==> config.mk <==
export PLATFORM = sky130hd
export DESIGN_NAME = mem_stage_flat
export DESIGN_NICKNAME = d
export VERILOG_FILES = /design/src/rtl/mem_stage_pkg.sv /design/src/rtl/mem_stage_if.sv /design/src/rtl/mem_timeout_cnt.sv /design/src/rtl/mem_stage.sv /design/src/flat_wrapper.sv
export SDC_FILE = /design/constraint.sdc
export NUM_CORES = 1
export LEC_CHECK = 0
export CAP_MARGIN = 20
export CORE_UTILIZATION = 40
export CTS_CLUSTER_SIZE = 24
export DETAILED_ROUTE_END_ITERATION = 10
export DONT_BUFFER_PORTS = 1
export GPL_ROUTABILITY_DRIVEN = 0
export SLEW_MARGIN = 10
export SYNTH_ARGS = -nofsm -noshare
export SYNTH_HDL_FRONTEND = slang
export SYNTH_SLANG_ARGS = --single-unit
==> constraint.sdc <==
create_clock -name clk -period 5.4 [get_ports clk]
set_input_delay 0.81 -clock clk [delete_from_list [all_inputs] [get_ports clk]]
set_output_delay 0.81 -clock clk [all_outputs]
set_load 0.005 [all_outputs]
==> src/rtl/mem_stage_pkg.sv <==
// ---------------------------------------------------------------------------
// mem_stage_pkg
// Shared definitions for the MEM pipeline stage: instruction codes, datapath
// widths, FSM state encodings and the record latched for a memory access.
// These are the values a MIPS.vh header would carry, packaged so every file
// imports one source instead of redefining widths locally.
// ---------------------------------------------------------------------------
package mem_stage_pkg;

  // Datapath widths
  localparam int OP_LENGTH    = 6;
  localparam int REG_LENGTH   = 32;
  localparam int REG_ADDR_LEN = 5;

  // Instruction codes seen by MEM (MIPS primary opcodes for LW/SW)
  localparam logic [OP_LENGTH-1:0] CMD_ADD = 6'b000000;
  localparam logic [OP_LENGTH-1:0] CMD_LW  = 6'b100011;
  localparam logic [OP_LENGTH-1:0] CMD_SW  = 6'b101011;

  // FSM state encodings
  localparam int STATE_LEN = 2;
  localparam logic [STATE_LEN-1:0] ST_IDLE   = 2'd0;
  localparam logic [STATE_LEN-1:0] ST_ACCESS = 2'd1;
  localparam logic [STATE_LEN-1:0] ST_ERR    = 2'd2;

  // Everything the stage must remember while the memory access is in flight.
  typedef struct packed {
    logic                    is_sw;
    logic [REG_LENGTH-1:0]   addr;   // already word-aligned
    logic [REG_LENGTH-1:0]   wdata;
    logic [REG_ADDR_LEN-1:0] rd;
    logic                    wr;     // already cleared when rd == 0
  } mem_req_t;

  function automatic logic is_mem_op(input logic [OP_LENGTH-1:0] op);
    return (op == CMD_LW) || (op == CMD_SW);
  endfunction

  // The memory is word addressed; the two byte-offset bits never leave MEM.
  function automatic logic [REG_LENGTH-1:0] word_addr(input logic [REG_LENGTH-1:0] addr);
    return {addr[REG_LENGTH-1:2], 2'b00};
  endfunction

endpackage

==> src/rtl/mem_stage_if.sv <==
// ---------------------------------------------------------------------------
// mem_stage_if
// Bundles every non-clock signal of the MEM stage: EX-side inputs, the
// memory request/acknowledge bus, the upstream stall and the registered
// write-back to WB.
//
// Handshake: memReq_o is raised in the first ACCESS cycle and held, with
// memWe_o/memAddr_o/memWdata_o constant, until the cycle in which memAck_i
// is seen high (a one-cycle strobe, memRdata_i valid with it) or until the
// timeout fires. memAck_i while memReq_o is low is ignored. While stall_o is
// high the EX side must hold op_i and the other EX inputs stable; the held
// instruction is accepted in the first IDLE cycle after the stall drops.
//
// Modports:
//   master - the MEM stage itself
//   slave  - the surroundings (EX/WB/memory model)
// ---------------------------------------------------------------------------
interface mem_stage_if;
  import mem_stage_pkg::*;

  // EX side
  logic [OP_LENGTH-1:0]    op_i;
  logic [REG_LENGTH-1:0]   aluData_i;
  logic [REG_LENGTH-1:0]   storeData_i;
  logic [REG_ADDR_LEN-1:0] regcAddr_i;
  logic                    regcWr_i;

  // memory side
  logic                    memAck_i;
  logic [REG_LENGTH-1:0]   memRdata_i;
  logic                    memReq_o;
  logic                    memWe_o;
  logic [REG_LENGTH-1:0]   memAddr_o;
  logic [REG_LENGTH-1:0]   memWdata_o;

  // pipeline control and write-back
  logic                    stall_o;
  logic [REG_LENGTH-1:0]   regcData_o;
  logic [REG_ADDR_LEN-1:0] regcAddr_o;
  logic                    regcWr_o;
  logic                    busErr_o;

  modport master (
    input  op_i, aluData_i, storeData_i, regcAddr_i, regcWr_i,
    input  memAck_i, memRdata_i,
    output memReq_o, memWe_o, memAddr_o, memWdata_o,
    output stall_o, regcData_o, regcAddr_o, regcWr_o, busErr_o
  );

  modport slave (
    output op_i, aluData_i, storeData_i, regcAddr_i, regcWr_i,
    output memAck_i, memRdata_i,
    input  memReq_o, memWe_o, memAddr_o, memWdata_o,
    input  stall_o, regcData_o, regcAddr_o, regcWr_o, busErr_o
  );

endinterface

==> src/rtl/mem_timeout_cnt.sv <==
// ---------------------------------------------------------------------------
// mem_timeout_cnt
// Counts the cycles an access has waited for its acknowledge.
//
// Ports:
//   clk    - rising-edge clock
//   rst    - asynchronous reset, active-low
//   clr    - synchronous clear (held while the stage is idle, so the count
//            is 0 in the first ACCESS cycle)
//   en     - increment this cycle
//   expire - high while the count equals TIMEOUT-1
//
// Parameter TIMEOUT: legal 2..255, so an 8-bit count always suffices.
// ---------------------------------------------------------------------------
module mem_timeout_cnt #(
  parameter int TIMEOUT = 16
) (
  input  logic clk,
  input  logic rst,
  input  logic clr,
  input  logic en,
  output logic expire
);

  logic [7:0] count;

  always_ff @(posedge clk or negedge rst) begin
    if (!rst) begin
      count <= 8'd0;
    end else if (clr) begin
      count <= 8'd0;
    end else if (en) begin
      count <= count + 8'd1;
    end
  end

  assign expire = (count == 8'(TIMEOUT - 1));

endmodule

==> src/rtl/mem_stage.sv <==
// ---------------------------------------------------------------------------
// mem_stage
// MEM pipeline stage. Non-memory instructions pass straight to the
// write-back registers with one cycle of latency. LW/SW are latched, the
// stage enters ACCESS and stalls upstream until the memory acknowledges or
// the request times out (one-cycle ERR with a busErr_o pulse).
//
// Ports:
//   clk       - rising-edge clock
//   rst       - asynchronous reset, active-low
//   bus       - mem_stage_if.master (EX inputs, memory bus, stall, WB)
//   dbg_state - current FSM state (ST_IDLE/ST_ACCESS/ST_ERR)
//
// Parameter TIMEOUT (2..255): ACCESS cycles without acknowledge before the
// request is abandoned.
//
// Build option MEM_ALIGN_CHECK_EN: when defined, a LW/SW whose byte address
// is not word aligned goes straight to ERR without issuing a request. When
// undefined, the two low address bits are dropped and the access proceeds.
// ---------------------------------------------------------------------------
module mem_stage
  import mem_stage_pkg::*;
#(
  parameter int TIMEOUT = 16
) (
  input  logic                 clk,
  input  logic                 rst,
  mem_stage_if.master          bus,
  output logic [STATE_LEN-1:0] dbg_state
);

  logic [STATE_LEN-1:0]    state;
  logic [STATE_LEN-1:0]    state_nxt;
  mem_req_t                req_q;

  logic                    new_mem;
  logic                    misaligned;
  logic                    in_access;
  logic                    cnt_clr;
  logic                    cnt_en;
  logic                    expire;

  logic [REG_LENGTH-1:0]   regc_data;
  logic [REG_ADDR_LEN-1:0] regc_addr;
  logic                    regc_wr;

  assign new_mem   = is_mem_op(bus.op_i);
  assign in_access = (state == ST_ACCESS);

`ifdef MEM_ALIGN_CHECK_EN
  assign misaligned = (bus.aluData_i[1:0] != 2'b00);
`else
  assign misaligned = 1'b0;
`endif

  // The count sits at 0 throughout IDLE, which gives the clear-on-entry
  // behaviour without a separate entry pulse.
  assign cnt_clr = (state == ST_IDLE);
  assign cnt_en  = in_access && !bus.memAck_i;

  mem_timeout_cnt #(
    .TIMEOUT (TIMEOUT)
  ) u_timeout_cnt (
    .clk    (clk),
    .rst    (rst),
    .clr    (cnt_clr),
    .en     (cnt_en),
    .expire (expire)
  );

  // Next-state logic. Ack is tested before expire so an acknowledge that
  // lands on the final allowed cycle still completes normally.
  always_comb begin
    state_nxt = state;
    case (state)
      ST_IDLE: begin
        if (new_mem) begin
          state_nxt = misaligned ? ST_ERR : ST_ACCESS;
        end
      end
      ST_ACCESS: begin
        if (bus.memAck_i) begin
          state_nxt = ST_IDLE;
        end else if (expire) begin
          state_nxt = ST_ERR;
        end
      end
      ST_ERR: begin
        state_nxt = ST_IDLE;
      end
      default: begin
        state_nxt = ST_IDLE;
      end
    endcase
  end

  always_ff @(posedge clk or negedge rst) begin
    if (!rst) begin
      state <= ST_IDLE;
    end else begin
      state <= state_nxt;
    end
  end

  // Access latch: captured only when IDLE accepts a LW/SW, so the memory
  // bus stays constant for the whole ACCESS period.
  always_ff @(posedge clk or negedge rst) begin
    if (!rst) begin
      req_q <= '0;
    end else if ((state == ST_IDLE) && new_mem) begin
      req_q.is_sw <= (bus.op_i == CMD_SW);
      req_q.addr  <= word_addr(bus.aluData_i);
      req_q.wdata <= bus.storeData_i;
      req_q.rd    <= bus.regcAddr_i;
      req_q.wr    <= bus.regcWr_i && (bus.regcAddr_i != '0);
    end
  end

  // Write-back registers. Register 0 is never written, whatever EX asks.
  always_ff @(posedge clk or negedge rst) begin
    if (!rst) begin
      regc_data <= '0;
      regc_addr <= '0;
      regc_wr   <= 1'b0;
    end else begin
      case (state)
        ST_IDLE: begin
          if (new_mem) begin
            regc_wr <= 1'b0;
          end else begin
            regc_data <= bus.aluData_i;
            regc_addr <= bus.regcAddr_i;
            regc_wr   <= bus.regcWr_i && (bus.regcAddr_i != '0);
          end
        end
        ST_ACCESS: begin
          if (bus.memAck_i) begin
            if (!req_q.is_sw) begin
              regc_data <= bus.memRdata_i;
            end
            regc_addr <= req_q.rd;
            regc_wr   <= !req_q.is_sw && req_q.wr;
          end else begin
            regc_wr <= 1'b0;
          end
        end
        default: begin
          regc_wr <= 1'b0;
        end
      endcase
    end
  end

  // Bus outputs are decoded from state, so an asynchronous reset drops the
  // request and the stall immediately.
  assign bus.memReq_o   = in_access;
  assign bus.memWe_o    = in_access && req_q.is_sw;
  assign bus.memAddr_o  = in_access ? req_q.addr  : '0;
  assign bus.memWdata_o = in_access ? req_q.wdata : '0;
  assign bus.stall_o    = (state == ST_ACCESS) || (state == ST_ERR);
  assign bus.busErr_o   = (state == ST_ERR);

  assign bus.regcData_o = regc_data;
  assign bus.regcAddr_o = regc_addr;
  assign bus.regcWr_o   = regc_wr;

  assign dbg_state = state;

endmodule

==> src/flat_wrapper.sv <==
// flat-port wrapper written by rule: the top's interface ports become plain ports
module mem_stage_flat import mem_stage_pkg::*;
#(
  parameter int TIMEOUT = 16
)
  (clk, rst, dbg_state, bus_op_i, bus_aluData_i, bus_storeData_i, bus_regcAddr_i, bus_regcWr_i, bus_memAck_i, bus_memRdata_i, bus_memReq_o, bus_memWe_o, bus_memAddr_o, bus_memWdata_o, bus_stall_o, bus_regcData_o, bus_regcAddr_o, bus_regcWr_o, bus_busErr_o);
  mem_stage_if bus_i ();
  input  logic clk;
  input  logic rst;
  output logic [STATE_LEN-1:0] dbg_state;
  input wire logic [$bits(bus_i.op_i)-1:0] bus_op_i;
  input wire logic [$bits(bus_i.aluData_i)-1:0] bus_aluData_i;
  input wire logic [$bits(bus_i.storeData_i)-1:0] bus_storeData_i;
  input wire logic [$bits(bus_i.regcAddr_i)-1:0] bus_regcAddr_i;
  input wire logic [$bits(bus_i.regcWr_i)-1:0] bus_regcWr_i;
  input wire logic [$bits(bus_i.memAck_i)-1:0] bus_memAck_i;
  input wire logic [$bits(bus_i.memRdata_i)-1:0] bus_memRdata_i;
  output wire logic [$bits(bus_i.memReq_o)-1:0] bus_memReq_o;
  output wire logic [$bits(bus_i.memWe_o)-1:0] bus_memWe_o;
  output wire logic [$bits(bus_i.memAddr_o)-1:0] bus_memAddr_o;
  output wire logic [$bits(bus_i.memWdata_o)-1:0] bus_memWdata_o;
  output wire logic [$bits(bus_i.stall_o)-1:0] bus_stall_o;
  output wire logic [$bits(bus_i.regcData_o)-1:0] bus_regcData_o;
  output wire logic [$bits(bus_i.regcAddr_o)-1:0] bus_regcAddr_o;
  output wire logic [$bits(bus_i.regcWr_o)-1:0] bus_regcWr_o;
  output wire logic [$bits(bus_i.busErr_o)-1:0] bus_busErr_o;
  assign bus_i.op_i = bus_op_i;
  assign bus_i.aluData_i = bus_aluData_i;
  assign bus_i.storeData_i = bus_storeData_i;
  assign bus_i.regcAddr_i = bus_regcAddr_i;
  assign bus_i.regcWr_i = bus_regcWr_i;
  assign bus_i.memAck_i = bus_memAck_i;
  assign bus_i.memRdata_i = bus_memRdata_i;
  assign bus_memReq_o = bus_i.memReq_o;
  assign bus_memWe_o = bus_i.memWe_o;
  assign bus_memAddr_o = bus_i.memAddr_o;
  assign bus_memWdata_o = bus_i.memWdata_o;
  assign bus_stall_o = bus_i.stall_o;
  assign bus_regcData_o = bus_i.regcData_o;
  assign bus_regcAddr_o = bus_i.regcAddr_o;
  assign bus_regcWr_o = bus_i.regcWr_o;
  assign bus_busErr_o = bus_i.busErr_o;
  mem_stage #(.TIMEOUT(TIMEOUT)) u_core (.clk(clk), .rst(rst), .bus(bus_i), .dbg_state(dbg_state));
endmodule
Word level (Yosys, flattened, before mapping)
Index checks and enable logic that the tools add are counted. W data, S select, Z words.

Register bits: 117. Input bits: 111. Output and inout bits: 108. Logic and storage cells: 55.

$add $sub $neg: 1. Equal/unequal tests: 10. Muxes and demuxes: 18. Reduce and logical (&&, ||, !) cells: 16.

Operators by type and width (number): $mux W32 (5); $pmux W32 S2 (1); $mux W8 (2); $eq A6 B6 Y1 const B (2); $mux W5 (2); $pmux W5 S2 (1); $add A8 B1 Y8 const B (1); $eq A8 B4 Y1 const B (1); $mux W2 (3); $ne A2 B2 Y1 const B (3); $logic_and A1 B1 Y1 (5); $reduce_bool A5 Y1 (1); $pmux W2 S2 (1); $reduce_and A4 Y1 (1); $reduce_bool A2 Y1 (2); $ne A3 B3 Y1 const B (1); $reduce_and A3 Y1 (1); $eq A2 B1 Y1 const B (1); $eq A2 B2 Y1 const B (1); $logic_not A1 Y1 (2); $logic_not A2 Y1 (1); $logic_or A1 B1 Y1 (2); $mux W1 (2); $ne A2 B1 Y1 const B (1); 2 further kinds (2).

Logic depth before layout (Yosys ltp)
Gate-level depths: netlist of run 1.

Depth in word-level cells: 4. Gate-level depth with buffers: 8. Mapped depth without buffers: 5.

Cells and area by module
A second synthesis of run 1 with hierarchy kept.

Cell total of the unflattened synthesis: 407. Area total of the unflattened synthesis: 5487.8 µm².

By module, submodules not included: mem_stage (instances 1, cells an instance 368, area an instance 5093.6 µm², sequential area each 2727.6 µm²); mem_timeout_cnt (instances 1, cells an instance 39, area an instance 394.1 µm², sequential area each 200.2 µm²).

Worst setup path after synthesis of run 1
Ideal clock, no wire load.

Kind: register to output. Start point: register u_core.state[1], in the netlist u_core.dbg_state[1]. End point: output port bus_memAddr_o[10]. Data arrival time: 1.565 ns. Required time: 4.590 ns. Setup slack: 3.025 ns. Cell stages (with the launch flop): 8. Path buffers: 4. Path through: dfrtp_1 > inv_1 > ha_1 > buf_2 > buf_2 > buf_2 > clkbuf_1 > and2_1.

Longest elaborated chain between the ends: 2.

RTL lines: start, declared (RTL line mem_stage.sv:32) `logic [STATE_LEN-1:0] state;`; start signal, assigned (RTL line mem_stage.sv:101) `state <= state_nxt;`; $eq A2 B1 Y1 (RTL line mem_stage.sv:48) `assign in_access = (state == ST_ACCESS);`; net bus_memReq_o (RTL line flat_wrapper.sv:18) `output wire logic [$bits(bus_i.memReq_o)-1:0] bus_memReq_o;`; $mux W32 (RTL line mem_stage.sv:158) `assign bus.memAddr_o = in_access ? req_q.addr : '0;`; end, declared (RTL line flat_wrapper.sv:20) `output wire logic [$bits(bus_i.memAddr_o)-1:0] bus_memAddr_o;`.

The timed path passes the listed nets, and every way through them passes these cells.

Worst setup path after layout of run 1
Start point: register u_core.state[0], in the netlist u_core.dbg_state[0]. End point: register u_core.req_q[29] in the netlist's numbering.

Longest elaborated chain between the ends: 2.

RTL lines: $logic_not A2 Y1 (RTL line mem_stage.sv:110) `end else if ((state == ST_IDLE) && new_mem) begin`; $logic_and A1 B1 Y1 (RTL line mem_stage.sv:110); end, declared (RTL line mem_stage.sv:34) `mem_req_t req_q;`.

Every way passes these cells. A chain may end at the register's enable or synchronous reset.

==> results.sh, run 1 <==
export IMPL_drtAntennaViolNets=0
export IMPL_drt_pass1_iterations=4
export IMPL_worstPathRequired_ns=5.68
export IMPL_first_iter_violations=99
export IMPL_synth_top_area_share_pct=53.0
export IMPL_pin_count=219
export IMPL_p_leak_nw=2.62
export IMPL_syn_area_um2=5520
export IMPL_ys_seq_area_share_pct=53.0
export IMPL_hold_viol=0
export IMPL_whs_ns=0.104
export IMPL_dpl_cell_count=564
export IMPL_grt_pass1_wl_mm=17.7
export IMPL_setup_violations=0
export IMPL_clk_latency_ns=0.40
export IMPL_grt_overflow=0
export IMPL_worst_pin_slew_ns=0.621
export IMPL_synthFlopType="dfrtp_1"
export IMPL_nets=523
export IMPL_fin_area_um2=6230
export IMPL_endpoint_kind="flip-flop"
export IMPL_ys_seq_elements=117
export IMPL_power_frac_seq_pct=41.9
export IMPL_clock_sinks=117
export IMPL_placementRows=42
export IMPL_holdCritPathClass="input port to async pin"
export IMPL_synth_top_area_cell="dfrtp_1"
export IMPL_switching_share_pct=26.9
export IMPL_power_mw=3.41
export IMPL_areaGrowthSynthToFinish_pct=12.9
export IMPL_numCtsBuffers=17
export IMPL_power_share_clock_pct=33.2
export IMPL_num_vias=3162
export IMPL_pre_cts_slack_ns=2.34
export IMPL_htreeDepth=4
export IMPL_crit_path_start_kind="flip-flop"
export IMPL_num_fill_cells=1205
export IMPL_wl_per_cell_um=18.8
export IMPL_clk_pin_slew_ns=0.05
export IMPL_grt_setup_unrepaired="no"
export IMPL_critical_path_class="flip-flop to flip-flop"
export IMPL_grt_usage_pct=16.2
export IMPL_coreArea_um2=13300
export IMPL_die_h_um=119
export IMPL_power_frac_comb_pct=24.9
export IMPL_fin_crit_ns=3.06
export IMPL_grt_max_degree=118
export IMPL_tritoncts="yes"
export IMPL_final_cells=595
export IMPL_async_flop_share_pct=100
export IMPL_synth_edf_count=0
export IMPL_switchingPower_mw=0.917
export IMPL_regArea_um2=2930
export IMPL_cts_setup_buffers=0
export IMPL_drc=0
export IMPL_post_dp_hpwl_mm=7.69
export IMPL_timing_fmax_mhz=326
export IMPL_initial_core_util_pct=41.4
export IMPL_peakVddDrop_uv=188
export IMPL_die_x_um=119
export IMPL_antenna_found_initial=0
export IMPL_ys_types=37
export IMPL_cap_violations=0
export IMPL_vias_per_cell=5.31
export IMPL_synthTopCellsByArea="dfrtp_1 (53%), mux2_2 (29%), and2_1 (7.3%)"
export IMPL_timing_slew_headroom_pct=58.6
export IMPL_totalWireLength_mm=11.2
export IMPL_portBuffers=0
export IMPL_skew_ns=0.00667
export IMPL_power_density_nw_per_um2=547
export IMPL_p_int_mw=2.49
export IMPL_clockBufferDepth=2
export IMPL_crit_arrival_ns=3.34
export IMPL_ctsHoldBuffers=0
export IMPL_dpl_cell_area_um2=5600
export IMPL_avgSynthCellArea_um2=13.5
export IMPL_crit_fanout=39
export IMPL_cts_root_buf="clkbuf_16"
export IMPL_synthCells=410
export IMPL_ctsResizeCount=0
export IMPL_multi_input_area_um2=2420
export IMPL_fin_setup_tns_ns=0
export IMPL_fin_crit_sh_pct=56.7
export IMPL_finish_utilization_pct=46.7
export IMPL_setup_slack_ns=2.34
export IMPL_yosys_warnings=0
export IMPL_status="completed"
export IMPL_drive_above_1_share_pct=41.8
export IMPL_slew_violations=0
export IMPL_grt_pass1_vias=3352
export IMPL_antennaDiodeCount=0
export IMPL_die_area_um2=14300
layout make-up:
type | count | area share (%)
flip-flops and latches | 117 | 47.0
well taps | 176 | 3.53
clock inverters | 2 | 0.964
multi-input cells | 264 | 38.8
repair buffers | 3 | 0.683
clock buffers | 28 | 8.77
inverters | 5 | 0.301
flip-flops by register name, indices dropped and copies added (netlist names):
name / count
u_core.req_q: 69
u_core.bus.regcData_o: 32
u_core.u_timeout_cnt.count: 8
u_core.bus.regcAddr_o: 5
u_core.dbg_state: 2
u_core.bus.regcWr_o: 1
final timing paths:
kind | endpoint | depth (start not counted) | slack, ns | start
worst max-delay path | u_core.req_q[29]$_DFFE_PN0P_ | 6 | 2.34 | u_core.dbg_state[0]$_DFFE_PN0P_
worst min-delay path | u_core.req_q[17]$_DFFE_PN0P_ | 0 | 0.10 | rst
worst max register to register | u_core.req_q[29]$_DFFE_PN0P_ | 6 | 2.34 | u_core.dbg_state[0]$_DFFE_PN0P_
worst min register to register | u_core.req_q[10]$_DFFE_PN0P_ | 1 | 0.49 | u_core.req_q[10]$_DFFE_PN0P_
max in group asynchronous | u_core.req_q[44]$_DFFE_PN0P_ | 0 | 5.04 | rst
min in group clk | u_core.req_q[10]$_DFFE_PN0P_ | 1 | 0.49 | u_core.req_q[10]$_DFFE_PN0P_
metal layers:
layer / part of all wire [%] / global-route usage [%] / vias up / wire (um)
li1: - / - / 1430 / -
met1: 42 / 19.4 / 1581 / 4650
met2: 49 / 25.2 / 139 / 5430
met3: 7.7 / 6.46 / 12 / 863
met4: 1.9 / 8.59 / 0 / 207
met5: 0 / 0 / - / 0
cells by family (layout without fill, tap and decap cells):
logic type / Yosys count / in the layout / synth area share [%]
mux: 144 / 144 / 29.3
buf+inv: 30 / 38 / 3.54
simple gates: 89 / 89 / 10.1
other cells: 1 / 2 / 0.0679
xor+xnor: 2 / 2 / 0.317
fa+ha+maj: 4 / 4 / 0.906
flops: 117 / 117 / 53.0
compound gates: 23 / 23 / 2.76
power groups by stage:
stage / clock [mW] / combinational (mW) / sequential (mW)
3_3_place_gp: 0 / 0.819 / 1.43
5_1_grt: 1.20 / 0.923 / 1.47
4_1_cts: 1.16 / 0.852 / 1.43
3_5_place_dp: 0 / 0.851 / 1.44
2_1_floorplan: 0 / 0.756 / 1.37
6_report: 1.13 / 0.850 / 1.43
cells in the final DEF (no fill, tap or decap), types with 2 or more instances in the layout:
| cell | instances |
|---|---|
| mux2_2 | 140 |
| mux2_1 | 2 |
| ha_1 | 3 |
| bufinv_16 | 2 |
| mux2i_1 | 2 |
| o211ai_1 | 2 |
| xnor2_1 | 2 |
| buf_4 | 2 |
| and2_1 | 63 |
| clkbuf_16 | 17 |
| o21ai_0 | 6 |
| or4_1 | 2 |
| nor2_1 | 2 |
| conb_1 | 2 |
| or3_1 | 4 |
| inv_1 | 5 |
| a21oi_1 | 9 |
| clkbuf_1 | 3 |
| dfrtp_1 | 117 |
| nand2_1 | 6 |
| clkbuf_8 | 8 |
cells in the mapped netlist, types with 2 or more instances:
cell	instances
o211ai_1	2
mux2_2	140
buf_6	9
nor2_1	2
ha_1	4
buf_2	3
clkbuf_1	10
xnor2_1	2
or4_1	2
mux2i_1	2
a21oi_1	9
or3_1	4
nand2_1	6
o21ai_0	6
and2_1	64
inv_1	5
mux2_1	2
buf_4	3
dfrtp_1	117
critical path, stage by stage, from the launching register on:
cell,delay (ns)
dfrtp_1,0.44
inv_1,0.13
ha_1,0.45
and3_1,0.34
and2_2,0.58
buf_4,0.54
mux2_2,0.40
Note: power is estimated with default switching activity, not from simulation.
==> run 2: changes to the inputs <==
==> constraint.sdc (replaced) <==
create_clock -name clk -period 3 [get_ports clk]
set_input_delay 0.45 -clock clk [delete_from_list [all_inputs] [get_ports clk]]
set_output_delay 0.45 -clock clk [all_outputs]
set_load 0.005 [all_outputs]
==> results.sh, run 2 (synthesis gave the netlist of run 1 again) <==
export IMPL_initial_core_util_pct=41.4
export IMPL_post_dp_hpwl_mm=8.03
export IMPL_ctsResizeCount=0
export IMPL_skew_ns=0.00580
export IMPL_clock_sinks=117
export IMPL_fin_crit_ns=2.38
export IMPL_holdCritPathClass="input port to async pin"
export IMPL_tritoncts="yes"
export IMPL_totalWireLength_mm=11.4
export IMPL_cpMaxStageDelayCell="ha_1"
export IMPL_grt_pass1_wl_mm=18.0
export IMPL_drive_above_1_share_pct=41.6
export IMPL_worst_pin_slew_ns=0.639
export IMPL_portBuffers=0
export IMPL_p_leak_nw=2.61
export IMPL_areaGrowthSynthToFinish_pct=12.6
export IMPL_final_cells=597
export IMPL_worstPathRequired_ns=3.28
export IMPL_drt_pass1_iterations=5
export IMPL_vias_per_cell=5.23
export IMPL_antennaDiodeCount=0
export IMPL_critical_path_class="flip-flop to flip-flop"
export IMPL_layout_commonest_cell="mux2_2"
export IMPL_fin_area_um2=6210
export IMPL_clk_latency_ns=0.40
export IMPL_htreeDepth=4
export IMPL_pin_count=219
export IMPL_finish_utilization_pct=46.6
export IMPL_clk_pin_slew_ns=0.05
export IMPL_status="complete, but fails checks"
export IMPL_grt_max_degree=118
export IMPL_num_vias=3121
export IMPL_coreArea_um2=13300
export IMPL_cap_violations=0
export IMPL_setup_violations=0
export IMPL_peakVddDrop_uv=390
export IMPL_antenna_found_initial=0
export IMPL_drtAntennaViolNets=0
export IMPL_slew_violations=0
export IMPL_die_x_um=119
export IMPL_first_iter_violations=100
export IMPL_max_stage_delay_ns=0.45
export IMPL_grt_usage_pct=16.7
export IMPL_violations="negative hold slack"
export IMPL_final_cell_mix="mux2_2 (140), dfrtp_1 (117), and2_1 (63)"
export IMPL_nets=525
export IMPL_grt_pass1_vias=3335
export IMPL_drc=0
export IMPL_wl_per_cell_um=19.1
export IMPL_cp_cell_sequence="inv_1, ha_1, and3_1, and2_2, buf_4, mux2_2"
export IMPL_numCtsBuffers=17
export IMPL_die_area_um2=14300
export IMPL_hold_viol=117
export IMPL_timing_fmax_mhz=421
export IMPL_fin_setup_tns_ns=0
export IMPL_dpl_cell_area_um2=5650
export IMPL_die_h_um=119
export IMPL_endpoint_kind="flip-flop"
export IMPL_dpl_cell_count=567
export IMPL_crit_path_start_kind="flip-flop"
export IMPL_fin_crit_sh_pct=79.3
export IMPL_placementRows=42
export IMPL_whs_ns=-0.258
export IMPL_crit_fanout=21
export IMPL_largest_register_ffs=69
export IMPL_grt_overflow=0
export IMPL_clockBufferDepth=2
export IMPL_grt_setup_unrepaired="no"
export IMPL_crit_arrival_ns=2.66
export IMPL_power_density_nw_per_um2=976
export IMPL_largest_register="u_core.req_q"
export IMPL_cts_setup_buffers=0
export IMPL_timing_slew_headroom_pct=56.8
export IMPL_cts_root_buf="clkbuf_16"
## run 2: cell count changes in the layout (fill, tap and decap cells not counted)
cell | before | now
clkbuf_8 | 8 | 4
buf_16 | 1 | 0
buf_4 | 2 | 3
clkbuf_1 | 3 | 5
buf_12 | 0 | 2
clkinv_2 | 0 | 2
## run 2: final timing paths
check	from	end	slack [ns]	depth (start not counted)
min in group clk	bus_aluData_i[21]	u_core.req_q[59]$_DFFE_PN0P_	0.19	1
worst min register to register	u_core.req_q[56]$_DFFE_PN0P_	u_core.req_q[56]$_DFFE_PN0P_	0.49	1
worst min-delay path	rst	u_core.req_q[17]$_DFFE_PN0P_	-0.26	0
max in group asynchronous	rst	u_core.req_q[63]$_DFFE_PN0P_	3.03	0
worst max register to register	u_core.dbg_state[1]$_DFFE_PN0P_	u_core.req_q[58]$_DFFE_PN0P_	0.62	6
worst max-delay path	u_core.dbg_state[1]$_DFFE_PN0P_	u_core.req_q[58]$_DFFE_PN0P_	0.62	6
## run 2: metrics by stage
stage / hold WS (ns) / total power [mW] / worst slack (ns)
6_report: -0.258 / 6.06 / 0.622
5_1_grt: -0.289 / 6.42 / 0.463
4_1_cts: -0.279 / 6.16 / 0.609
3_5_place_dp: 0.158 / 4.18 / 0.619
3_3_place_gp: 0.157 / 4.11 / 0.708
2_1_floorplan: 0.154 / 3.83 / 0.985
## run 2: area by class of cell
| type | instances | area, um2 |
|---|---|---|
| inverters | 5 | 18.8 |
| clock inverters | 4 | 70.1 |
| flip-flops and latches | 117 | 2930 |
| clock buffers | 26 | 499 |
| fillers | 1201 | 7130 |
| repair buffers | 5 | 62.6 |
| well taps | 176 | 220 |
| multi-input cells | 264 | 2420 |
## run 2: critical path: cells and delay by family, from the launching register on
family,cells,cell delay [ns]
AND/OR/NAND/NOR,2,0.54
buffers and inverters,2,0.46
adder cells (fa/ha/maj),1,0.45
flip-flops,1,0.42
multiplexers,1,0.38
## run 2: power breakdown
| part | total [mW] | switching, mW | leakage, nW | internal (mW) |
|---|---|---|---|---|
| combinational | 1.55 | 0.650 | 0.899 | 0.897 |
| sequential | 2.58 | 0.376 | 1.43 | 2.20 |
| clock | 1.94 | 0.643 | 0.280 | 1.30 |
| total | 6.06 | 1.67 | 2.61 | 4.39 |
## run 2: layer usage
metal  global-route usage [%]  part of all wire, %  vias up
met4                     6.56                  1.2        0
met5                        0                    0        -
met2                     27.0                   50      138
li1                         -                    -     1421
met3                     6.89                  8.2       10
met1                     19.6                   41     1552
